===== config.mk =====
export PLATFORM = sky130hd
export DESIGN_NAME = instr_program_loader
export DESIGN_NICKNAME = d
export VERILOG_FILES = /design/src/rtl/gpu_isa_pkg.sv /design/src/rtl/instr_encode.sv /design/src/rtl/instr_program_loader.sv
export SDC_FILE = /design/constraint.sdc
export NUM_CORES = 1
export LEC_CHECK = 0
export ABC_AREA = 1
export CAP_MARGIN = 20
export CORE_MARGIN = 2
export CORE_UTILIZATION = 40
export DETAILED_ROUTE_END_ITERATION = 8
export PLACE_DENSITY = 0.64
export SETUP_SLACK_MARGIN = 0.15
export SYNTH_ARGS = -nofsm -noshare
export SYNTH_HDL_FRONTEND = slang
export SYNTH_HIERARCHICAL = 1
export SYNTH_SLANG_ARGS = --single-unit

===== constraint.sdc =====
create_clock -name clk -period 2.8 [get_ports clk]
set_input_delay 0.42 -clock clk [delete_from_list [all_inputs] [get_ports clk]]
set_output_delay 0.42 -clock clk [all_outputs]
set_load 0.02 [all_outputs]

===== src/rtl/gpu_isa_pkg.sv =====
// -----------------------------------------------------------------------------
// gpu_isa_pkg
// Shared GPU ISA definitions: op-ID enumeration, 6-bit primary opcodes (with
// the .S bit at opcode bit 4 held at zero), R-type funct codes, instruction
// field bit positions and small word-assembly helpers. Used by the program
// loader (encode direction) and by the reverse-decoder (decode direction).
// -----------------------------------------------------------------------------
package gpu_isa_pkg;

    // Symbolic op IDs carried on the loader input; 23..31 are illegal.
    typedef enum logic [4:0] {
        OP_NOOP = 5'd0,
        OP_ADD  = 5'd1,
        OP_SUB  = 5'd2,
        OP_MUL  = 5'd3,
        OP_AND  = 5'd4,
        OP_OR   = 5'd5,
        OP_XOR  = 5'd6,
        OP_SHR  = 5'd7,
        OP_SHL  = 5'd8,
        OP_ADDI = 5'd9,
        OP_ANDI = 5'd10,
        OP_ORI  = 5'd11,
        OP_XORI = 5'd12,
        OP_LD   = 5'd13,
        OP_LDS  = 5'd14,
        OP_SW   = 5'd15,
        OP_SWS  = 5'd16,
        OP_BEQ  = 5'd17,
        OP_BLT  = 5'd18,
        OP_JMP  = 5'd19,
        OP_CALL = 5'd20,
        OP_RET  = 5'd21,
        OP_EXIT = 5'd22
    } op_e;

    localparam logic [4:0] OP_LAST_LEGAL = 5'd22;

    // Field bit positions inside a 32-bit instruction word.
    localparam int OPC_LSB   = 26;
    localparam int DOT_S_BIT = 30;
    localparam int RS_LSB    = 21;
    localparam int RT_LSB    = 16;
    localparam int RD_LSB    = 11;

    // Primary opcodes, .S bit (opcode bit 4) shown as zero.
    localparam logic [5:0] OPC_RTYPE = 6'b000000;
    localparam logic [5:0] OPC_NOOP  = 6'b000001;
    localparam logic [5:0] OPC_JMP   = 6'b000010;
    localparam logic [5:0] OPC_CALL  = 6'b000011;
    localparam logic [5:0] OPC_BEQ   = 6'b000100;
    localparam logic [5:0] OPC_RET   = 6'b000110;
    localparam logic [5:0] OPC_BLT   = 6'b000111;
    localparam logic [5:0] OPC_ADDI  = 6'b001000;
    localparam logic [5:0] OPC_ANDI  = 6'b001100;
    localparam logic [5:0] OPC_ORI   = 6'b001101;
    localparam logic [5:0] OPC_XORI  = 6'b001110;
    localparam logic [5:0] OPC_EXIT  = 6'b100001;
    localparam logic [5:0] OPC_LD    = 6'b100011;
    localparam logic [5:0] OPC_LDS   = 6'b100111;
    localparam logic [5:0] OPC_SW    = 6'b101011;
    localparam logic [5:0] OPC_SWS   = 6'b101111;

    // R-type funct codes.
    localparam logic [5:0] FUNCT_SHL = 6'b000000;
    localparam logic [5:0] FUNCT_SHR = 6'b000010;
    localparam logic [5:0] FUNCT_MUL = 6'b011000;
    localparam logic [5:0] FUNCT_ADD = 6'b100000;
    localparam logic [5:0] FUNCT_SUB = 6'b100010;
    localparam logic [5:0] FUNCT_AND = 6'b100100;
    localparam logic [5:0] FUNCT_OR  = 6'b100101;
    localparam logic [5:0] FUNCT_XOR = 6'b100110;

    // R-type word with shamt forced to zero.
    function automatic logic [31:0] r_type(input logic [4:0] rs,
                                           input logic [4:0] rt,
                                           input logic [4:0] rd,
                                           input logic [5:0] funct);
        return {OPC_RTYPE, rs, rt, rd, 5'd0, funct};
    endfunction

    // I-type word {opcode, rs, rt, imm}.
    function automatic logic [31:0] i_type(input logic [5:0]  opc,
                                           input logic [4:0]  rs,
                                           input logic [4:0]  rt,
                                           input logic [15:0] imm);
        return {opc, rs, rt, imm};
    endfunction

    function automatic logic is_legal_op(input logic [4:0] op);
        return (op <= OP_LAST_LEGAL);
    endfunction

endpackage


===== src/rtl/instr_encode.sv =====
// -----------------------------------------------------------------------------
// instr_encode
// Purely combinational encoder: symbolic instruction fields -> 32-bit ISA word.
// Ports:
//   op, dot_s, rs, rt, rd, imm, jaddr : symbolic fields (EXIT warp ID on rs)
//   word                              : encoded instruction (0 when illegal)
//   illegal                           : op ID outside 0..22
// The .S flag lands on bit 30 for every op except CALL, RET and EXIT, whose
// opcodes have a fixed bit 30 of zero.
// -----------------------------------------------------------------------------
module instr_encode
    import gpu_isa_pkg::*;
(
    input  logic [4:0]  op,
    input  logic        dot_s,
    input  logic [4:0]  rs,
    input  logic [4:0]  rt,
    input  logic [4:0]  rd,
    input  logic [15:0] imm,
    input  logic [25:0] jaddr,
    output logic [31:0] word,
    output logic        illegal
);

    logic [31:0] base_word_s;
    logic        use_dot_s;

    // Select the field layout for the op, then merge the .S flag.
    always_comb begin
        base_word_s = 32'd0;
        use_dot_s   = 1'b1;
        illegal     = 1'b0;
        case (op)
            OP_NOOP: base_word_s = {OPC_NOOP, 26'd0};
            OP_ADD:  base_word_s = r_type(rs, rt, rd, FUNCT_ADD);
            OP_SUB:  base_word_s = r_type(rs, rt, rd, FUNCT_SUB);
            OP_MUL:  base_word_s = r_type(rs, rt, rd, FUNCT_MUL);
            OP_AND:  base_word_s = r_type(rs, rt, rd, FUNCT_AND);
            OP_OR:   base_word_s = r_type(rs, rt, rd, FUNCT_OR);
            OP_XOR:  base_word_s = r_type(rs, rt, rd, FUNCT_XOR);
            OP_SHR:  base_word_s = r_type(rs, rt, rd, FUNCT_SHR);
            OP_SHL:  base_word_s = r_type(rs, rt, rd, FUNCT_SHL);
            OP_ADDI: base_word_s = i_type(OPC_ADDI, rs, rt, imm);
            OP_ANDI: base_word_s = i_type(OPC_ANDI, rs, rt, imm);
            OP_ORI:  base_word_s = i_type(OPC_ORI,  rs, rt, imm);
            OP_XORI: base_word_s = i_type(OPC_XORI, rs, rt, imm);
            OP_LD:   base_word_s = i_type(OPC_LD,   rs, rt, imm);
            OP_LDS:  base_word_s = i_type(OPC_LDS,  rs, rt, imm);
            OP_SW:   base_word_s = i_type(OPC_SW,   rs, rt, imm);
            OP_SWS:  base_word_s = i_type(OPC_SWS,  rs, rt, imm);
            OP_BEQ:  base_word_s = i_type(OPC_BEQ,  rs, rt, imm);
            OP_BLT:  base_word_s = i_type(OPC_BLT,  rs, rt, imm);
            OP_JMP:  base_word_s = {OPC_JMP, jaddr};
            OP_CALL: begin
                base_word_s = {OPC_CALL, 10'd0, imm};
                use_dot_s   = 1'b0;
            end
            OP_RET: begin
                base_word_s = {OPC_RET, 26'd0};
                use_dot_s   = 1'b0;
            end
            OP_EXIT: begin
                base_word_s = {OPC_EXIT, rs, 21'd0};
                use_dot_s   = 1'b0;
            end
            default: begin
                base_word_s = 32'd0;
                use_dot_s   = 1'b0;
                illegal     = 1'b1;
            end
        endcase
        word            = base_word_s;
        word[DOT_S_BIT] = base_word_s[DOT_S_BIT] | (use_dot_s & dot_s);
    end

endmodule


===== src/rtl/instr_program_loader.sv =====
// -----------------------------------------------------------------------------
// instr_program_loader
// Encodes a stream of symbolic instruction beats into 32-bit ISA words, queues
// them in a DEPTH-entry FIFO and writes them to instruction memory at
// consecutive word addresses starting from BASE_ADDR.
// Ports:
//   clk, rst_n         : clock, asynchronous active-low reset
//   start              : begin a load session (honoured only in IDLE)
//   in_valid/in_ready  : beat handshake; in_op/in_dot_s/in_rs/in_rt/in_rd/
//                        in_imm/in_jaddr carry the fields, in_last ends session
//   imem_we/imem_ready : write handshake; imem_addr/imem_wdata address & word
//   busy               : session in progress (state != IDLE)
//   done               : one-cycle pulse at session end
//   err_illegal        : sticky, an illegal op was dropped this session
//   word_count         : words written this session
// Optional build macro LOADER_TRACE_EN: prints a trace line for every write
// transfer and a warning for each illegal op.
// -----------------------------------------------------------------------------
module instr_program_loader
    import gpu_isa_pkg::*;
#(
    parameter int ADDR_W    = 8,
    parameter int BASE_ADDR = 0,
    parameter int DEPTH     = 4
) (
    input  logic              clk,
    input  logic              rst_n,
    input  logic              start,
    input  logic              in_valid,
    output logic              in_ready,
    input  logic [4:0]        in_op,
    input  logic              in_dot_s,
    input  logic [4:0]        in_rs,
    input  logic [4:0]        in_rt,
    input  logic [4:0]        in_rd,
    input  logic [15:0]       in_imm,
    input  logic [25:0]       in_jaddr,
    input  logic              in_last,
    output logic              imem_we,
    output logic [ADDR_W-1:0] imem_addr,
    output logic [31:0]       imem_wdata,
    input  logic              imem_ready,
    output logic              busy,
    output logic              done,
    output logic              err_illegal,
    output logic [ADDR_W:0]   word_count
);

    localparam int PTR_W = (DEPTH > 1) ? $clog2(DEPTH) : 1;
    localparam int CNT_W = PTR_W + 1;
    localparam logic [ADDR_W-1:0] BASE = ADDR_W'(BASE_ADDR);
    localparam logic [CNT_W-1:0]  FULL_CNT = CNT_W'(DEPTH);

    typedef enum logic [1:0] {
        ST_IDLE  = 2'd0,
        ST_LOAD  = 2'd1,
        ST_DRAIN = 2'd2,
        ST_DONE  = 2'd3
    } state_e;

    state_e             state_r;
    logic               busy_r;
    logic               done_r;
    logic               err_illegal_r;
    logic [ADDR_W-1:0]  imem_addr_r;
    logic [ADDR_W:0]    word_count_r;

    logic [31:0]        fifo_mem_r [DEPTH];
    logic [PTR_W-1:0]   wr_ptr_r;
    logic [PTR_W-1:0]   rd_ptr_r;
    logic [CNT_W-1:0]   count_r;

    logic [31:0]        enc_word_s;
    logic               enc_illegal_s;
    logic               fifo_full_s;
    logic               fifo_empty_s;
    logic               accept_s;
    logic               push_s;
    logic               pop_s;

    instr_encode u_encode (
        .op      (in_op),
        .dot_s   (in_dot_s),
        .rs      (in_rs),
        .rt      (in_rt),
        .rd      (in_rd),
        .imm     (in_imm),
        .jaddr   (in_jaddr),
        .word    (enc_word_s),
        .illegal (enc_illegal_s)
    );

    // Handshake decode; all terms come from registered state so in_ready does
    // not depend on a pop happening in the same cycle.
    assign fifo_full_s  = (count_r == FULL_CNT);
    assign fifo_empty_s = (count_r == {CNT_W{1'b0}});
    assign in_ready     = (state_r == ST_LOAD) && !fifo_full_s;
    assign accept_s     = in_valid && in_ready;
    assign push_s       = accept_s && !enc_illegal_s;
    assign imem_we      = !fifo_empty_s;
    assign pop_s        = imem_we && imem_ready;

    assign imem_wdata   = fifo_mem_r[rd_ptr_r];
    assign imem_addr    = imem_addr_r;
    assign busy         = busy_r;
    assign done         = done_r;
    assign err_illegal  = err_illegal_r;
    assign word_count   = word_count_r;

    // FIFO storage: write the encoded word at the tail on push.
    always_ff @(posedge clk or negedge rst_n) begin
        if (!rst_n) begin
            for (int i = 0; i < DEPTH; i++) begin
                fifo_mem_r[i] <= 32'd0;
            end
        end else if (push_s) begin
            fifo_mem_r[wr_ptr_r] <= enc_word_s;
        end else begin
            fifo_mem_r[wr_ptr_r] <= fifo_mem_r[wr_ptr_r];
        end
    end

    // FIFO pointers and occupancy; push and pop together leave occupancy as is.
    always_ff @(posedge clk or negedge rst_n) begin
        if (!rst_n) begin
            wr_ptr_r <= {PTR_W{1'b0}};
            rd_ptr_r <= {PTR_W{1'b0}};
            count_r  <= {CNT_W{1'b0}};
        end else begin
            if (push_s) begin
                wr_ptr_r <= wr_ptr_r + PTR_W'(1);
            end else begin
                wr_ptr_r <= wr_ptr_r;
            end
            if (pop_s) begin
                rd_ptr_r <= rd_ptr_r + PTR_W'(1);
            end else begin
                rd_ptr_r <= rd_ptr_r;
            end
            case ({push_s, pop_s})
                2'b10:   count_r <= count_r + CNT_W'(1);
                2'b01:   count_r <= count_r - CNT_W'(1);
                default: count_r <= count_r;
            endcase
        end
    end

    // Session FSM with registered busy/done/err_illegal, write address and count.
    always_ff @(posedge clk or negedge rst_n) begin
        if (!rst_n) begin
            state_r       <= ST_IDLE;
            busy_r        <= 1'b0;
            done_r        <= 1'b0;
            err_illegal_r <= 1'b0;
            imem_addr_r   <= BASE;
            word_count_r  <= {(ADDR_W+1){1'b0}};
        end else begin
            done_r <= 1'b0;
            // Address wraps naturally at 2^ADDR_W.
            if (pop_s) begin
                imem_addr_r  <= imem_addr_r + ADDR_W'(1);
                word_count_r <= word_count_r + (ADDR_W+1)'(1);
            end else begin
                imem_addr_r  <= imem_addr_r;
                word_count_r <= word_count_r;
            end
            case (state_r)
                ST_IDLE: begin
                    if (start) begin
                        state_r       <= ST_LOAD;
                        busy_r        <= 1'b1;
                        err_illegal_r <= 1'b0;
                        imem_addr_r   <= BASE;
                        word_count_r  <= {(ADDR_W+1){1'b0}};
                    end else begin
                        state_r <= ST_IDLE;
                    end
                end
                ST_LOAD: begin
                    if (accept_s && enc_illegal_s) begin
                        err_illegal_r <= 1'b1;
                    end else begin
                        err_illegal_r <= err_illegal_r;
                    end
                    // An illegal final beat still closes the session.
                    if (accept_s && in_last) begin
                        state_r <= ST_DRAIN;
                    end else begin
                        state_r <= ST_LOAD;
                    end
                end
                ST_DRAIN: begin
                    if (fifo_empty_s) begin
                        state_r <= ST_DONE;
                        done_r  <= 1'b1;
                    end else begin
                        state_r <= ST_DRAIN;
                    end
                end
                ST_DONE: begin
                    state_r <= ST_IDLE;
                    busy_r  <= 1'b0;
                end
                default: begin
                    state_r <= ST_IDLE;
                    busy_r  <= 1'b0;
                end
            endcase
        end
    end

`ifdef LOADER_TRACE_EN
    logic [4:0] fifo_op_r [DEPTH];

    // Op IDs shadow the word FIFO so the trace can name each written word.
    always_ff @(posedge clk or negedge rst_n) begin
        if (!rst_n) begin
            for (int i = 0; i < DEPTH; i++) begin
                fifo_op_r[i] <= 5'd0;
            end
        end else if (push_s) begin
            fifo_op_r[wr_ptr_r] <= in_op;
        end else begin
            fifo_op_r[wr_ptr_r] <= fifo_op_r[wr_ptr_r];
        end
    end

    // Trace every write transfer and flag dropped illegal ops.
    always @(posedge clk) begin
        if (rst_n && pop_s) begin
            $display("addr=%h word=%h op=%0d",
                     imem_addr_r, imem_wdata, fifo_op_r[rd_ptr_r]);
        end
        if (rst_n && accept_s && enc_illegal_s) begin
            $display("instr_program_loader: warning: illegal op %0d dropped", in_op);
        end
    end
`else
    // Trace disabled: no file I/O.
`endif

endmodule

After elaboration in Yosys (flattened, before gate mapping)
Index checks and enable logic that the tools add are counted.
{"block": "word_totals", "regBits": 157, "in_bits": 69, "out_inout_bits": 54}
{"block": "op_classes", "addsub": 6, "order_cmp": 3, "eq_ne": 30, "mux": 32, "bitwise": 4, "n_reduce_logical": 19}
{"op": "$pmux 32 s23", "count": 1}
{"op": "$bwmux 128", "count": 2}
{"op": "$mux 32", "count": 5}
{"op": "$bmux 32 s2", "count": 2}
{"op": "$mux 128", "count": 1}
{"op": "$demux 32 s2", "count": 1}
{"op": "$eq 5x4->1 const B", "count": 8}
{"op": "$eq 5x5->1 const B", "count": 7}
{"op": "$mux 9", "count": 3}
{"op": "$mux 8", "count": 3}
{"op": "$reduce_or 23->1", "count": 1}
{"op": "$eq 5x3->1 const B", "count": 4}
{"op": "$reduce_or 20->1", "count": 1}
{"op": "$eq 5x2->1 const B", "count": 2}
{"op": "$add 9x1->9 const B", "count": 1}
{"op": "$mux 1", "count": 9}
{"op": "$add 8x1->8 const B", "count": 1}
{"op": "$pmux 2 s4", "count": 1}
{"op": "$logic_and 1x1->1", "count": 7}
{"op": "$eq 2x2->1 const B", "count": 3}
{"op": "$ge 3x3->1 const B", "count": 2}
{"op": "$not 2->3", "count": 2}
{"op": "$pmux 3 s2", "count": 1}
{"op": "$reduce_bool 2->1", "count": 3}
{"op": "other kinds (19)", "count": 23}

Logic depth before layout (Yosys ltp)
Gate-level depths: netlist of run 1.
{"block": "logic_depth", "depth_word": 7, "ltp_mapped": 18, "depth_no_buf": 16}

Modules after synthesis
The synthesis of run 1 kept the hierarchy.
{"mod": "instr_program_loader", "instances": 1, "cells_each": 1313, "area_per_inst_um2": 9791.9}
{"mod": "instr_encode", "instances": 1, "cells_each": 525, "area_per_inst_um2": 2384.8}

Worst setup path after synthesis of run 1
Ideal clock, no wire load.
{"block": "synth_timing", "path_kind": "in2reg", "from": "input port in_op[4]", "to": "register count_r[2]", "setup_time_ns": 0.131, "arrival_ns": 2.695, "required_ns": 2.669, "path_slack_ns": -0.026, "cell_stages": 17, "path_cell_list": "buf_2 nand3_2 inv_1 buf_2 nor2_1 nand3b_1 nor2_1 inv_1 nand4_4 buf_8 buf_4 ha_1 inv_1 fa_1 a21oi_1 o21ai_0 xor2_1"}
{"block": "synth_via", "elab_chain_cells": 5, "elab_cells_between_ends": 29}
{"element": "start, declared", "line_no": "instr_program_loader.sv:31", "source": "input logic [4:0] in_op,"}
{"element": "$eq 5x1->1 (tied with other cells)", "line_no": "instr_encode.sv:33", "source": "case (op)"}
{"element": "$reduce_or 23->1 (no line) (*)"}
{"element": "$logic_and 1x1->1 (*)", "line_no": "instr_program_loader.sv:99", "source": "assign push_s = accept_s && !enc_illegal_s;"}
{"element": "$eq 2x1->1 / $eq 2x2->1 (equally long branches)", "line_no": "instr_program_loader.sv:140", "source": "case ({push_s, pop_s})"}
{"element": "$pmux 3 s2 / $reduce_bool 2->1 (equally long branches)"}
{"element": "end signal, assigned", "line_no": "instr_program_loader.sv:141", "source": "2'b10: count_r <= count_r + CNT_W'(1);"}
{"element": "end signal, assigned", "line_no": "instr_program_loader.sv:142", "source": "2'b01: count_r <= count_r - CNT_W'(1);"}
{"element": "end signal, assigned", "line_no": "instr_program_loader.sv:143", "source": "default: count_r <= count_r;"}
{"element": "end, declared", "line_no": "instr_program_loader.sv:71", "source": "logic [CNT_W-1:0] count_r;"}
Every way passes the cells marked *; elsewhere a longest branch is shown, timed or not.
A chain may end at the register's enable or synchronous reset.

Worst setup path after layout of run 1
{"block": "layout_timing", "from": "register rd_ptr_r[1]", "to": "output port imem_wdata[29]"}
{"block": "layout_via", "elab_chain_cells": 4}
{"element": "start, declared", "line_no": "instr_program_loader.sv:70", "source": "logic [PTR_W-1:0] rd_ptr_r;"}
{"element": "start signal, assigned", "line_no": "instr_program_loader.sv:127", "source": "rd_ptr_r <= {PTR_W{1'b0}};"}
{"element": "start signal, assigned", "line_no": "instr_program_loader.sv:136", "source": "rd_ptr_r <= rd_ptr_r + PTR_W'(1);"}
{"element": "start signal, assigned", "line_no": "instr_program_loader.sv:138", "source": "rd_ptr_r <= rd_ptr_r;"}
{"element": "$not 2->3 (not written as such)", "line_no": "instr_program_loader.sv:103", "source": "assign imem_wdata = fifo_mem_r[rd_ptr_r];"}
{"element": "$bmux 32 s2", "line_no": "instr_program_loader.sv:103"}
{"element": "$mux 32 (not written as such) (2 in series)", "line_no": "instr_program_loader.sv:103"}
{"element": "end, declared", "line_no": "instr_program_loader.sv:41", "source": "output logic [31:0] imem_wdata,"}
No other way between the ends. The select of a mux whose other input is x is not followed.

==> results of run 1 <==
## worst max path at each step
stage | slack (ns) | cells after the start | end | from
2_1_floorplan | 0.12 | 17 | count_r[2] | in_op[4]
3_3_place_gp | -0.38 | 17 | count_r[2] | in_op[1]
3_5_place_dp | -0.44 | 16 | count_r[2] | in_op[1]
4_1_cts | 0.1 | 5 | imem_wdata[26] | rd_ptr_r[1]
5_1_grt | 0.16 | 5 | imem_wdata[22] | rd_ptr_r[0]
6_report | 0.26 | 5 | imem_wdata[29] | rd_ptr_r[1]
## per-stage QoR
stage | cell area, µm² | total power [mW] | hold slack [ns]
finish | 14600 | 15.7 | -0.0281
global route | 14600 | 17.0 | 0.0338
CTS | 14600 | 15.8 | 0.0187
detailed placement | 13900 | 13.4 | 0.479
global placement | 13900 | 13.2 | 0.476
floorplan | 12200 | 10.2 | 0.124
## Yosys cell counts
library cell and instances:
nor3_1 11, buf_8 1, o21ai_1 4, buf_1 17, o21a_1 1, fa_1 1
buf_6 20, clkbuf_1 60, dfrtp_1 157, a31oi_1 1, nor2_1 202, buf_4 8
and2_1 1, o21ai_0 140, nand4_4 1, ha_1 7, nor2_4 3, a21oi_1 81
o211ai_1 32, nor2_2 6, nand4_2 1, buf_2 46, inv_2 3, nand4_1 55
xor2_1 4, inv_1 95, nand2_1 387, xnor2_1 1, nand2_2 2, nand3b_1 129
nand3_1 357, nand3_2 4
## cells by family (layout without fill, tap and decap cells)
family | count (synthesis) | after routing | synth area share
buffers and inverters | 250 | 346 | 0.0975
xor gates and xnor gates | 5 | 5 | 0.00360
DFF | 157 | 157 | 0.323
and+or+nand+nor | 1159 | 1159 | 0.454
AOI/OAI and AO/OA | 259 | 259 | 0.113
adders and majority gates | 8 | 8 | 0.00884
## what timing repair did
item / 4_1_cts / 5_1_grt
gates cloned: 1 / 0
endpoints found under the setup margin: 96 / 132
hold buffers: 0 / 0
gates resized for setup: 28 / 22
buffers inserted: 0 / 1
pin swaps: 1 / 4
## per-layer routing
layer  wire (µm)  GRT usage  vias up
li1            -          -     6405
met1       18200      0.351     6274
met2       18400      0.416      478
met3        2590     0.0358       60
met4         771     0.0691        0
met5           0          0        -
## cells in the final DEF, fill, tap and decap left out, types with 2 or more instances in the layout
| cell | count |
|---|---|
| clkbuf_16 | 17 |
| nor2_1 | 198 |
| clkinv_8 | 7 |
| dlymetal6s2s_1 | 17 |
| o21ai_0 | 135 |
| nand4_1 | 55 |
| inv_2 | 4 |
| inv_1 | 93 |
| nand4_4 | 2 |
| o21ai_1 | 9 |
| a21oi_1 | 81 |
| nor2_4 | 6 |
| nor3_1 | 11 |
| buf_12 | 9 |
| nor2_2 | 7 |
| buf_6 | 3 |
| o211ai_1 | 32 |
| nand2_2 | 4 |
| nand3b_1 | 129 |
| dfrtp_1 | 156 |
| xor2_1 | 4 |
| nand2_1 | 385 |
| inv_8 | 3 |
| ha_2 | 4 |
| dlygate4sd2_1 | 18 |
| inv_6 | 4 |
| ha_1 | 3 |
| clkdlybuf4s50_1 | 86 |
| clkinv_4 | 2 |
| nand3_2 | 3 |
| buf_4 | 82 |
| nand3_4 | 2 |
| nand3_1 | 356 |
## power groups by stage
stage | sequential (mW) | clock, mW | combinational, mW
after floorplan | 3.96 | 0 | 6.22
after global placement | 4.02 | 0 | 9.19
after detailed placement | 4.04 | 0 | 9.37
after CTS | 4.01 | 2.42 | 9.34
after global routing | 4.15 | 2.51 | 10.3
final | 4.02 | 2.38 | 9.33
## state kept, by name (all words and copies together), names as in the netlist, named ones only
signal and cells:
busy 1, count_r 3, done 1, err_illegal 1, fifo_mem_r 128, imem_addr 8, rd_ptr_r 2, state_r 1
word_count 9, wr_ptr_r 2
## critical path: cells and delay by family, from the launching register on
family	cells	cell delay [ns]
AO/OA/AOI/OAI	2	0.23
buffers and inverters	3	1.00
flip-flops	1	0.44
## area by class of cell
type                    instances  area (µm²)
clock inverters                15         191
fillers                      2994       15200
repair buffers                216        2090
inverters                      98         373
multi-input cells            1431        7130
well taps                     390         488
flip-flops and latches        157        3930
clock buffers                  17         425
==> flow_metrics.tcl, run 1 <==
set metrics [dict create \
    synth_area_mm2 0.0122 \
    power_leakage_nw 7.05 \
    grt_pass1_wl_mm 64.7 \
    rsz0062_at_grt "no" \
    grt_pass1_vias 12300 \
    peakVddDrop_mv 0.889 \
    num_rows 63 \
    finalHoldViolations 10 \
    powerDensity_mw_per_mm2 1070 \
    diodes 0 \
    cts_buffers 17 \
    grt_usage 0.254 \
    worstPathArrival_ns 2.12 \
    report.final.slew_viol_count 0 \
    intPower_mw 7.86 \
    tightest_slew_ns 0.821 \
    holdWs_ns -0.0281 \
    clkLatencyLatePin_ns 0.44 \
    io_pins 123 \
    antenna_found_initial 0 \
    grt_max_degree 132 \
    max_cap_viol_count 0 \
    wire_per_inst_um 17.2 \
    synth_cell_types 32 \
    yosysTopAreaCell "dfrtp_1" \
    start_util 0.409 \
    clock_path_buffers 2 \
    ys_seq_elements 157 \
    via_per_inst 5.69 \
    crit_path_frequent_cell "o21ai_0" \
    avgSynthCellArea_um2 6.62 \
    io_buffers 122 \
    dp.cells 2290 \
    worstRegToRegCells 5 \
    finish.utilization 0.491 \
    die_h_um 178 \
    min_period_ns 2.54 \
    timing.final.crit_share 0.906 \
    drc 0 \
    p_seq_frac 0.255 \
    max-slew-margin-rel 0.452 \
    fmax_ghz 0.394 \
    worstSetupPathType "reg -> out" \
    clockRootBuffer "clkbuf_16" \
    setup_tns_ns 0 \
    totalWireLength_mm 39.9 \
    dp_hpwl_mm 25.2 \
    cpMaxStageDelayCell "clkdlybuf4s50_1" \
    status "finished with violations" \
    cts_sinks 157 \
    setup_slack_ns 0.262 \
    globalplace.congestion 0.988 \
    clockPowerShare 0.151 \
    tritoncts "done" \
    crit_path_end_kind "output port" \
    ys_warn_count 6 \
    nNetsFinal 1998 \
    required_ns 2.38 \
    crit_fanout 24 \
    synth_fp_nets 1915 \
    p_comb_frac 0.593 \
    clk_pin_slew_ns 0.07 \
    clock_skew_ns 0.0171 \
    firstDrtPassIters 5 \
    r2r_slack_ns 0.85 \
    drive_gt1_frac 0.0838 \
    drtIter0Drc 1244 \
    max_stage_delay_ns 0.62 \
    startpoint_type "flop" \
    r2r_end "fifo_mem_r[119]" \
    hold_path.class "in -> async" \
    ys_seq_area_frac 0.323 \
    r2r_start "wr_ptr_r[1]" \
    crit_chain "inv_6, buf_12, o21ai_0, o21ai_0, clkdlybuf4s50_1" \
    ant_nets 0 \
    dieWidth_um 178 \
    p_switching_mw 7.87 \
    post-place-ws_ns -0.439 \
    area_growth_pct 20.2 \
    layout.cells.non_filler 2324 \
    synthesis.instances 1838 \
    yosys-top-cells-area "dfrtp_1, nand3_1, nand2_1" \
    setup_viol 0 \
    die_area_mm2 0.0319 \
    grt-ovfl-total 0 \
    htreeDepth 4 \
    num_vias 13200 \
    synth_top_area_frac 0.323 \
    violations "hold timing" \
    swShare 0.500 \
    core_area_mm2 0.0298 \
]
Power figures use the tool's default switching activity.
==> run 2, diff against run 1 <==
SKIP_LAST_GASP = 1   (was not set)
SLEW_MARGIN = 40   (was not set)
==> results of run 2 <==
No change in the layout: final DEF, timing and power equal those of run 1.
==> run 3, diff against run 2 <==
GPL_ROUTABILITY_DRIVEN = 0   (was not set)
==> run 3 against run 2 <==
  * The flow now finishes without violations
  * Clock skew about the same
  * Largest cell class unchanged
  * Via count grew 0.55%
  * Critical path type unchanged
  * Critical path depth unchanged
==> flow_metrics.tcl, run 3 (synthesized netlist as in run 1, its figures left out) <==
set metrics [dict create \
    final_area_mm2 0.0145 \
    antenna_found_initial 0 \
    max_cap_viol_count 0 \
    min_period_ns 2.57 \
    clockRootBuffer "clkbuf_16" \
    die_area_mm2 0.0319 \
    num_rows 63 \
    drc 0 \
    tightest_slew_ns 0.800 \
    peakVddDrop_mv 0.848 \
    powerDensity_mw_per_mm2 1070 \
    via_per_inst 5.73 \
    startpoint_type "flop" \
    start_util 0.409 \
    grt-ovfl-total 0 \
    max-slew-margin-rel 0.467 \
    final_common_cell "nand2_1" \
    finalHoldViolations 0 \
    report.final.slew_viol_count 0 \
    crit_path_end_kind "output port" \
    clock_skew_ns 0.0169 \
    grt_pass1_vias 11900 \
    io_buffers 122 \
    largest_reg_flops 128 \
    num_vias 13300 \
    io_pins 123 \
    status "completed" \
    power_mw 15.6 \
    rsz0062_at_grt "yes" \
    grt_max_degree 123 \
    cts_sinks 157 \
    diodes 0 \
    grt_usage 0.250 \
    clock_path_buffers 2 \
    drtIter0Drc 1462 \
    largest-register "fifo_mem_r" \
    die_h_um 178 \
    area_growth_pct 19.4 \
    nNetsFinal 1995 \
    clkLatencyLatePin_ns 0.45 \
    grt_pass1_wl_mm 63.6 \
    hold_path.class "reg -> reg" \
    wire_per_inst_um 17.1 \
    worstPathArrival_ns 2.15 \
    setup_viol 0 \
    fmax_ghz 0.389 \
    dp_hpwl_mm 24.8 \
    final_cell_mix "nand2_1, nand3_1, nor2_1, dfrtp_1, o21ai_0" \
    totalWireLength_mm 39.6 \
    crit_fanout 23 \
    timing.final.crit_share 0.919 \
    drive_gt1_frac 0.0803 \
    ant_nets 0 \
    htreeDepth 4 \
    postCtsSetupBuffers 0 \
    clk_pin_slew_ns 0.08 \
    dieWidth_um 178 \
    core_area_mm2 0.0298 \
    cts_buffers 17 \
    firstDrtPassIters 5 \
    worstSetupPathType "reg -> out" \
    tritoncts "done" \
    power_leakage_nw 6.95 \
    dpl-instance-area_mm2 0.0139 \
    required_ns 2.38 \
]
## run 3: path summary, 6_finish.rpt
check | start | depth (start not counted) | slack [ns] | to
max in group asynchronous | rst_n | 3 | 1.55 | count_r[2]
setup reg to reg | wr_ptr_r[1] | 5 | 0.79 | fifo_mem_r[52]
hold / removal | fifo_mem_r[61] | 2 | 0.50 | fifo_mem_r[61]
min in group asynchronous | rst_n | 2 | 0.51 | fifo_mem_r[124]
hold reg to reg | fifo_mem_r[61] | 2 | 0.50 | fifo_mem_r[61]
setup / recovery | rd_ptr_r[1] | 5 | 0.23 | imem_wdata[28]
## run 3: stage by stage
step / instances / setup TNS, ns / setup slack [ns] / util / hold slack, ns
6_report: 2321 / 0 / 0.227 / 0.488 / 0.497
5_1_grt: 2321 / 0 / 0.132 / 0.488 / 0.516
4_1_cts: 2321 / 0 / 0.0985 / 0.487 / 0.501
3_5_place_dp: 2287 / -30.57 / -0.330 / 0.468 / 0.445
3_3_place_gp: 2287 / -21.38 / -0.255 / 0.468 / 0.445
2_1_floorplan: 1838 / 0 / 0.124 / - / 0.124
## run 3: routing by layer
| layer | vias up | share of wire | track usage |
|---|---|---|---|
| met5 | - | 0 | 0 |
| met4 | 0 | 0.018 | 0.0705 |
| met3 | 57 | 0.070 | 0.0283 |
| met2 | 548 | 0.46 | 0.397 |
| met1 | 6276 | 0.46 | 0.359 |
| li1 | 6409 | - | - |
## run 3: cell type report
| cell class | count | area, µm² |
|---|---|---|
| fillers | 2981 | 15300 |
| multi-input cells | 1432 | 7120 |
| flip-flops and latches | 157 | 3930 |
| repair buffers | 212 | 2050 |
| well taps | 390 | 488 |
| clock buffers | 17 | 425 |
| inverters | 98 | 373 |
| clock inverters | 15 | 145 |
## run 3: worst max-delay path: stages (launching register included)
cell             delay (ns)
dfrtp_1                0.43
inv_6                  0.19
buf_12                 0.20
o21ai_0                0.09
o21ai_0                0.17
clkdlybuf4s50_1        0.63
## run 3: what timing repair did
action | CTS | global route
cloned | 1 | 0
hold buffers | 1 | 0
endpoints found under the hold margin | 31 | 0
resized for setup | 28 | 14
endpoints found under the setup margin | 33 | 126
pin swaps | 1 | 1
## run 3: power by group
group | internal [mW] | switching, mW | total, mW
sequential | 3.31 | 0.750 | 4.06
clock | 1.19 | 1.12 | 2.31
combinational | 3.32 | 5.93 | 9.25
total | 7.81 | 7.80 | 15.6
